==> src/rtl/bus_timer_pkg.sv <==
// Shared definitions for the memory-mapped down-counter: FSM state codes,
// register offsets, CTRL bit layout and mode codes.
package bus_timer_pkg;

    localparam logic [1:0] ST_IDLE = 2'd0;
    localparam logic [1:0] ST_LOAD = 2'd1;
    localparam logic [1:0] ST_CNT  = 2'd2;
    localparam logic [1:0] ST_INT  = 2'd3;

    localparam logic [1:0] OFF_CTRL   = 2'd0;
    localparam logic [1:0] OFF_PRESET = 2'd1;
    localparam logic [1:0] OFF_COUNT  = 2'd2;

    localparam int CTRL_W        = 4;
    localparam int CTRL_EN       = 0;
    localparam int CTRL_MODE_LSB = 1;
    localparam int CTRL_MODE_MSB = 2;
    localparam int CTRL_IM       = 3;

    localparam logic [1:0] MODE_ONESHOT = 2'b00;
    localparam logic [1:0] MODE_RELOAD  = 2'b01;

    // Codes 10/11 fall back to one-shot, so only the exact reload code counts.
    function automatic logic is_reload(input logic [CTRL_W-1:0] ctrl);
        return ctrl[CTRL_MODE_MSB:CTRL_MODE_LSB] == MODE_RELOAD;
    endfunction

endpackage

==> src/rtl/bus_timer_if.sv <==
// Data-memory bus slice seen by the timer: word offset, write strobe/data,
// same-cycle read data and the interrupt line back to the CPU.
interface bus_timer_if #(
    parameter int WIDTH  = 32,
    parameter int ADDR_W = 2
);
    logic [ADDR_W-1:0] addr;
    logic              we;
    logic [WIDTH-1:0]  wdata;
    logic [WIDTH-1:0]  rdata;
    logic              irq;

    modport master (output addr, we, wdata, input rdata, irq);
    modport slave  (input addr, we, wdata, output rdata, irq);
endinterface

==> src/rtl/bus_timer.sv <==
// Programmable down-counter peripheral: CTRL/PRESET/COUNT registers, a
// four-state load/count/interrupt FSM and a combinational read mux.
module bus_timer
    import bus_timer_pkg::*;
#(
    parameter int WIDTH  = 32,
    parameter int ADDR_W = 2
) (
    input  logic       clk,
    input  logic       reset,
    bus_timer_if.slave bus
);

    logic [1:0]        state_q, state_d;
    logic [CTRL_W-1:0] ctrl_q, ctrl_d;
    logic [WIDTH-1:0]  preset_q, preset_d;
    logic [WIDTH-1:0]  count_q, count_d;
    logic              flag_q, flag_d;

    logic wr_ctrl;
    logic wr_preset;

    assign wr_ctrl   = bus.we && (bus.addr == ADDR_W'(OFF_CTRL));
    assign wr_preset = bus.we && (bus.addr == ADDR_W'(OFF_PRESET));

    always_comb begin
        state_d  = state_q;
        ctrl_d   = ctrl_q;
        preset_d = preset_q;
        count_d  = count_q;
        flag_d   = flag_q;

        case (state_q)
            ST_IDLE: begin
                if (ctrl_q[CTRL_EN])
                    state_d = ST_LOAD;
            end
            ST_LOAD: begin
                count_d = preset_q;
                state_d = ST_CNT;
            end
            ST_CNT: begin
                if (!ctrl_q[CTRL_EN]) begin
                    state_d = ST_IDLE;
                end else if (count_q > WIDTH'(1)) begin
                    count_d = count_q - WIDTH'(1);
                end else begin
                    // A one-shot flag goes up on the same edge that enters INT.
                    count_d = '0;
                    state_d = ST_INT;
                    if (!is_reload(ctrl_q))
                        flag_d = 1'b1;
                end
            end
            default: begin
                if (is_reload(ctrl_q)) begin
                    state_d = ST_LOAD;
                end else begin
                    ctrl_d[CTRL_EN] = 1'b0;
                    flag_d          = 1'b1;
                    state_d         = ST_IDLE;
                end
            end
        endcase

        // CPU writes come last so they beat the hardware EN-clear in INT.
        if (wr_ctrl) begin
            ctrl_d = bus.wdata[CTRL_W-1:0];
            flag_d = 1'b0;
        end
        if (wr_preset) begin
            preset_d = bus.wdata;
            flag_d   = 1'b0;
        end
    end

    always_ff @(posedge clk) begin
        if (reset) begin
            state_q  <= ST_IDLE;
            ctrl_q   <= '0;
            preset_q <= '0;
            count_q  <= '0;
            flag_q   <= 1'b0;
        end else begin
            state_q  <= state_d;
            ctrl_q   <= ctrl_d;
            preset_q <= preset_d;
            count_q  <= count_d;
            flag_q   <= flag_d;
        end
    end

    always_comb begin
        bus.rdata = '0;
        case (bus.addr)
            ADDR_W'(OFF_CTRL):   bus.rdata = WIDTH'(ctrl_q);
            ADDR_W'(OFF_PRESET): bus.rdata = preset_q;
            ADDR_W'(OFF_COUNT):  bus.rdata = count_q;
            default:             bus.rdata = '0;
        endcase
    end

    // Reload mode pulses for the single INT cycle; one-shot holds via the flag.
    assign bus.irq = ctrl_q[CTRL_IM] &
                     (is_reload(ctrl_q) ? (state_q == ST_INT) : flag_q);

endmodule

==> src/flat_wrapper.sv <==
// flat-port wrapper written by rule: the top's interface ports become plain ports
module bus_timer_flat import bus_timer_pkg::*;
#(
    parameter int WIDTH  = 32,
    parameter int ADDR_W = 2
)
  (clk, reset, bus_addr, bus_we, bus_wdata, bus_rdata, bus_irq);
  bus_timer_if #(.WIDTH(WIDTH), .ADDR_W(ADDR_W)) bus_i ();
  input  logic clk;
  input  logic reset;
  input wire logic [$bits(bus_i.addr)-1:0] bus_addr;
  input wire logic [$bits(bus_i.we)-1:0] bus_we;
  input wire logic [$bits(bus_i.wdata)-1:0] bus_wdata;
  output wire logic [$bits(bus_i.rdata)-1:0] bus_rdata;
  output wire logic [$bits(bus_i.irq)-1:0] bus_irq;
  assign bus_i.addr = bus_addr;
  assign bus_i.we = bus_we;
  assign bus_i.wdata = bus_wdata;
  assign bus_rdata = bus_i.rdata;
  assign bus_irq = bus_i.irq;
  bus_timer #(.WIDTH(WIDTH), .ADDR_W(ADDR_W)) u_core (.clk(clk), .reset(reset), .bus(bus_i));
endmodule
==> config.mk <==
export PLATFORM = sky130hd
export DESIGN_NAME = bus_timer_flat
export DESIGN_NICKNAME = d
export VERILOG_FILES = /design/src/rtl/bus_timer_pkg.sv /design/src/rtl/bus_timer_if.sv /design/src/rtl/bus_timer.sv /design/src/flat_wrapper.sv
export SDC_FILE = /design/constraint.sdc
export NUM_CORES = 1
export LEC_CHECK = 0
export BUFFER_PORTS_ARGS = -buffer_cell sky130_fd_sc_hd__buf_2
export CORE_MARGIN = 3
export CORE_UTILIZATION = 40
export DETAILED_ROUTE_END_ITERATION = 16
export PLACE_DENSITY_LB_ADDON = 0.08
export SLEW_MARGIN = 25
export SYNTH_ARGS = -nofsm -noshare
export SYNTH_HDL_FRONTEND = slang
export SYNTH_SLANG_ARGS = --single-unit
export TNS_END_PERCENT = 5
==> constraint.sdc <==
create_clock -name clk -period 2.5 [get_ports clk]
set_input_delay 0.375 -clock clk [delete_from_list [all_inputs] [get_ports clk]]
set_output_delay 0.375 -clock clk [all_outputs]
set_load 0.03 [all_outputs]
==> metrics list <==
- The run finished with clean final reports.
* Number of instances in the synthesized netlist: 532
- Share of total power consumed by net switching: 27.5%
* Pwr dens: 522 nW/um2
- The share of total power dissipated in the clock network is 42.1%.
- Hold_sp: bus_wdata[4]
- After global routing the overflow that remains totals 0.
* Setup TNS after final layout: 0 ns
* Final number of max-transition violations: 0
- Internal power summed over all cells: 1820 uW
* WS Path Type: reg2reg
* Share of post-route cells with drive strength above 1: 21.7%
- In this design, the stage delay of the slowest critical-path cell is 0.58 ns.
* Number of maximum-capacitance violations: 0
- The completed layout was analyzed and its total power is 2510 uW.
- After synthesis the netlist holds a flip-flop and latch count of 71.
* Relative slew slack: 43.3%
- The count of endpoints failing hold in the final timing report was 0.
* Routed wirelength normalized by instance count: 18.7 um
* Detail-routed via count per cell: 5.94
- Die outline area: 11200 um2
- Counting I/O delays and the setup requirement, the final critical path takes 2.30 ns.
- Std cell rows: 35
* Share of the yosys chip area belonging to registers: 35.5%
- Tracing the worst setup path back leads to its startpoint at u_core.count_q[26].
* Final Net Count: 639
* Worst EP arrival: 2.60 ns
* Tightest Hold Check Type: in2reg
* Horiz. Die Dim: 106 um
- Most frequent cells in the layout: nand2_1 (102), dfxtp_1 (71), buf_2 (69), a21oi_1 (50), buf_4 (32)
- In this run, synthesis inferred 0 flip-flops with an integrated enable.
- In this run the remaining antenna-violating nets after routing total 0.
- Pin placement for this block handled 70 I/O pins.
- Routability-driven placement congestion ratio: 0.939
- For the pin with the worst max-slew slack, the measured transition is 0.848 ns.
- Crit share post-route: 91.9%
- The library cell used most frequently in the layout, excluding fill and tap cells, is nand2_1.
- The worst path meets setup with 0.202 ns of slack.
- Clock Pin Slew Worst Setup and Hold Paths: 0.09 ns
- Final setup viols: 0
* Vias post-DR: 4360
- The first global-routing pass estimated 22200 um of wire.
- The worst setup path is captured at a flip-flop.
- The region available for standard cell placement spans 9460 um2.
- Share of flip-flops with an asynchronous set or reset after synthesis: 0%
* Most common flop cell mapped by yosys: dfxtp_1
- After clock tree synthesis, the flow added hold-fix buffers numbering 0.
- Sequential share of power: 46.9%
* Switching power total: 690 uW
- Netlist area before placement: 4000 um2
- When the netlist entered floorplanning its net count stood at 571.
* Average cell area after synthesis: 7.52 um2
- Syn-to-layout area delta: 20.2%
- Maximum clock frequency: 0.435 GHz
- The die is 106 um tall.
- Routed wire length: 13700 um
- Pin count of the biggest net entering global routing: 35
* Count of buffers from port buffering: 69
* Setup repair after global routing missed its margin: no
- Final HPWL from detailed placement: 9780 um
* Critical Path RT: 2.80 ns
* Startpoint types: flip-flop
- TritonCTS built the clock tree.
* Number of buffers added by the clock tree synthesis step: 9
- Placement-stage worst setup slack: 0.242 ns
- For this block, the initial DRC count from the detailed router was 419.
* Final antenna diode count: 0
- The initial utilization of the core area, before any placement, comes to 42.3%.
- The worst-case IR drop observed on VDD is 0.279 mV.
* Number of buffers on the longest clock path: 2
* Post-CTS setup buffers: 0
* Antenna violations before repair: 0
- Number of cells upsized or downsized after cts: 0
* P_leak: 0.00199 uW
- The synthesized netlist contains 55 unique library cells.
- Global routing consumed, over all layers together, 24.9% of the routing resources.
- Once layout is complete, the utilization of the core stands at 50.8%.
- Via count of the first global-routing pass: 4083
* R2r startpoint: u_core.count_q[26]
- In the routed design, unresolved DRC markers number 0.
- On the final layout, the worst clock skew is 0.0155 ns.
- Walking the worst path, the cells encountered are or4_4 -> or4_4 -> or4_1 -> a31oi_1 -> a31o_2.
- First-pass iteration count of the detailed router: 5
* Library cell contributing the largest single delay on the critical path: or4_4
- In this run the worst path has a maximum fanout of 7.
- By instance count, the cell type seen most on the critical path is or4_4.
- Ys Warns: 0
- Clock latency on the worst-skew pair, taken at its later pin, is 0.35 ns.
- Sinks on the clock net: 71
* Hold_ws: 0.253 ns
- Clock tree synthesis selected as its root buffer the cell clkbuf_8.
- Combinational logic is responsible for 11.0% of the overall power.
- CTS H-Tree Depth: 3
synthesized netlist by cell type (all sizes together) (9+ instances only):
library cell	instances	area share, %
dfxtp	71	36
nand3	21	2.6
mux2i	10	2.5
a21oi	51	6.4
or4	9	1.9
nand4	11	1.7
nor4	14	2.3
a22o	29	6.4
nand2	102	9.6
nor3	13	1.6
nor2	26	2.4
a31oi	18	2.8
inv	16	1.5
clkbuf	42	3.9
o21ai	19	2.4
power by group through the flow:
| stage | clock network, uW | registers (uW) | logic [uW] |
|---|---|---|---|
| after floorplan | 0 | 1190 | 170 |
| after global placement | 0 | 1200 | 271 |
| after detailed placement | 0 | 1200 | 272 |
| after CTS | 1070 | 1180 | 273 |
| after global routing | 1110 | 1180 | 303 |
| final | 1060 | 1180 | 276 |
cell families after synthesis:
| logic type | synth area share [%] |
|---|---|
| adder cells (fa/ha/maj) | 0.626 |
| buffers and inverters | 5.69 |
| multiplexers | 3.07 |
| XOR/XNOR | 0.219 |
| flip-flops | 35.5 |
| AND/OR/NAND/NOR | 26.8 |
| AO/OA/AOI/OAI | 28.0 |
state kept, by name, indices dropped and copies added, names as in the netlist:
name             count
u_core.flag_q        1
u_core.state_q       2
u_core.preset_q     32
u_core.count_q      32
u_core.ctrl_q        4
metrics by stage:
step                cell area [um2]  instances
floorplan                      4000        532
global placement               4590        718
detailed placement             4590        718
CTS                            4810        734
global route                   4810        734
finish                         4810        734
cell type report:
cell class | count | area, um2
Clock buffer | 10 | 128
Clock inverter | 6 | 93.8
Fill cell | 1005 | 4650
Inverter | 16 | 60.1
Multi-Input combinational cell | 401 | 2360
Sequential cell | 71 | 1420
Tap cell | 129 | 161
Timing Repair Buffer | 101 | 586
layer usage:
metal	wire, um	vias up	global-route usage [%]
met5	0	-	0
met4	133	0	5.92
met3	1100	15	4.07
met2	5800	184	36.7
met1	6700	2062	37.8
li1	-	2099	-
worst max-delay path, delay by kind of cell, from the launching register on:
family           cells  cell delay (ns)
AND/OR/NAND/NOR      3             1.54
flip-flops           1             0.37
AO/OA/AOI/OAI        2             0.33
worst paths after layout:
check,to,slack [ns],depth (start not counted)
setup / recovery,u_core.count_q[31],0.20,5
hold / removal,u_core.preset_q[4],0.25,3
setup reg to reg,u_core.count_q[31],0.20,5
hold reg to reg,u_core.preset_q[12],0.47,2
No activity file was read; power rests on OpenSTA's default activity.
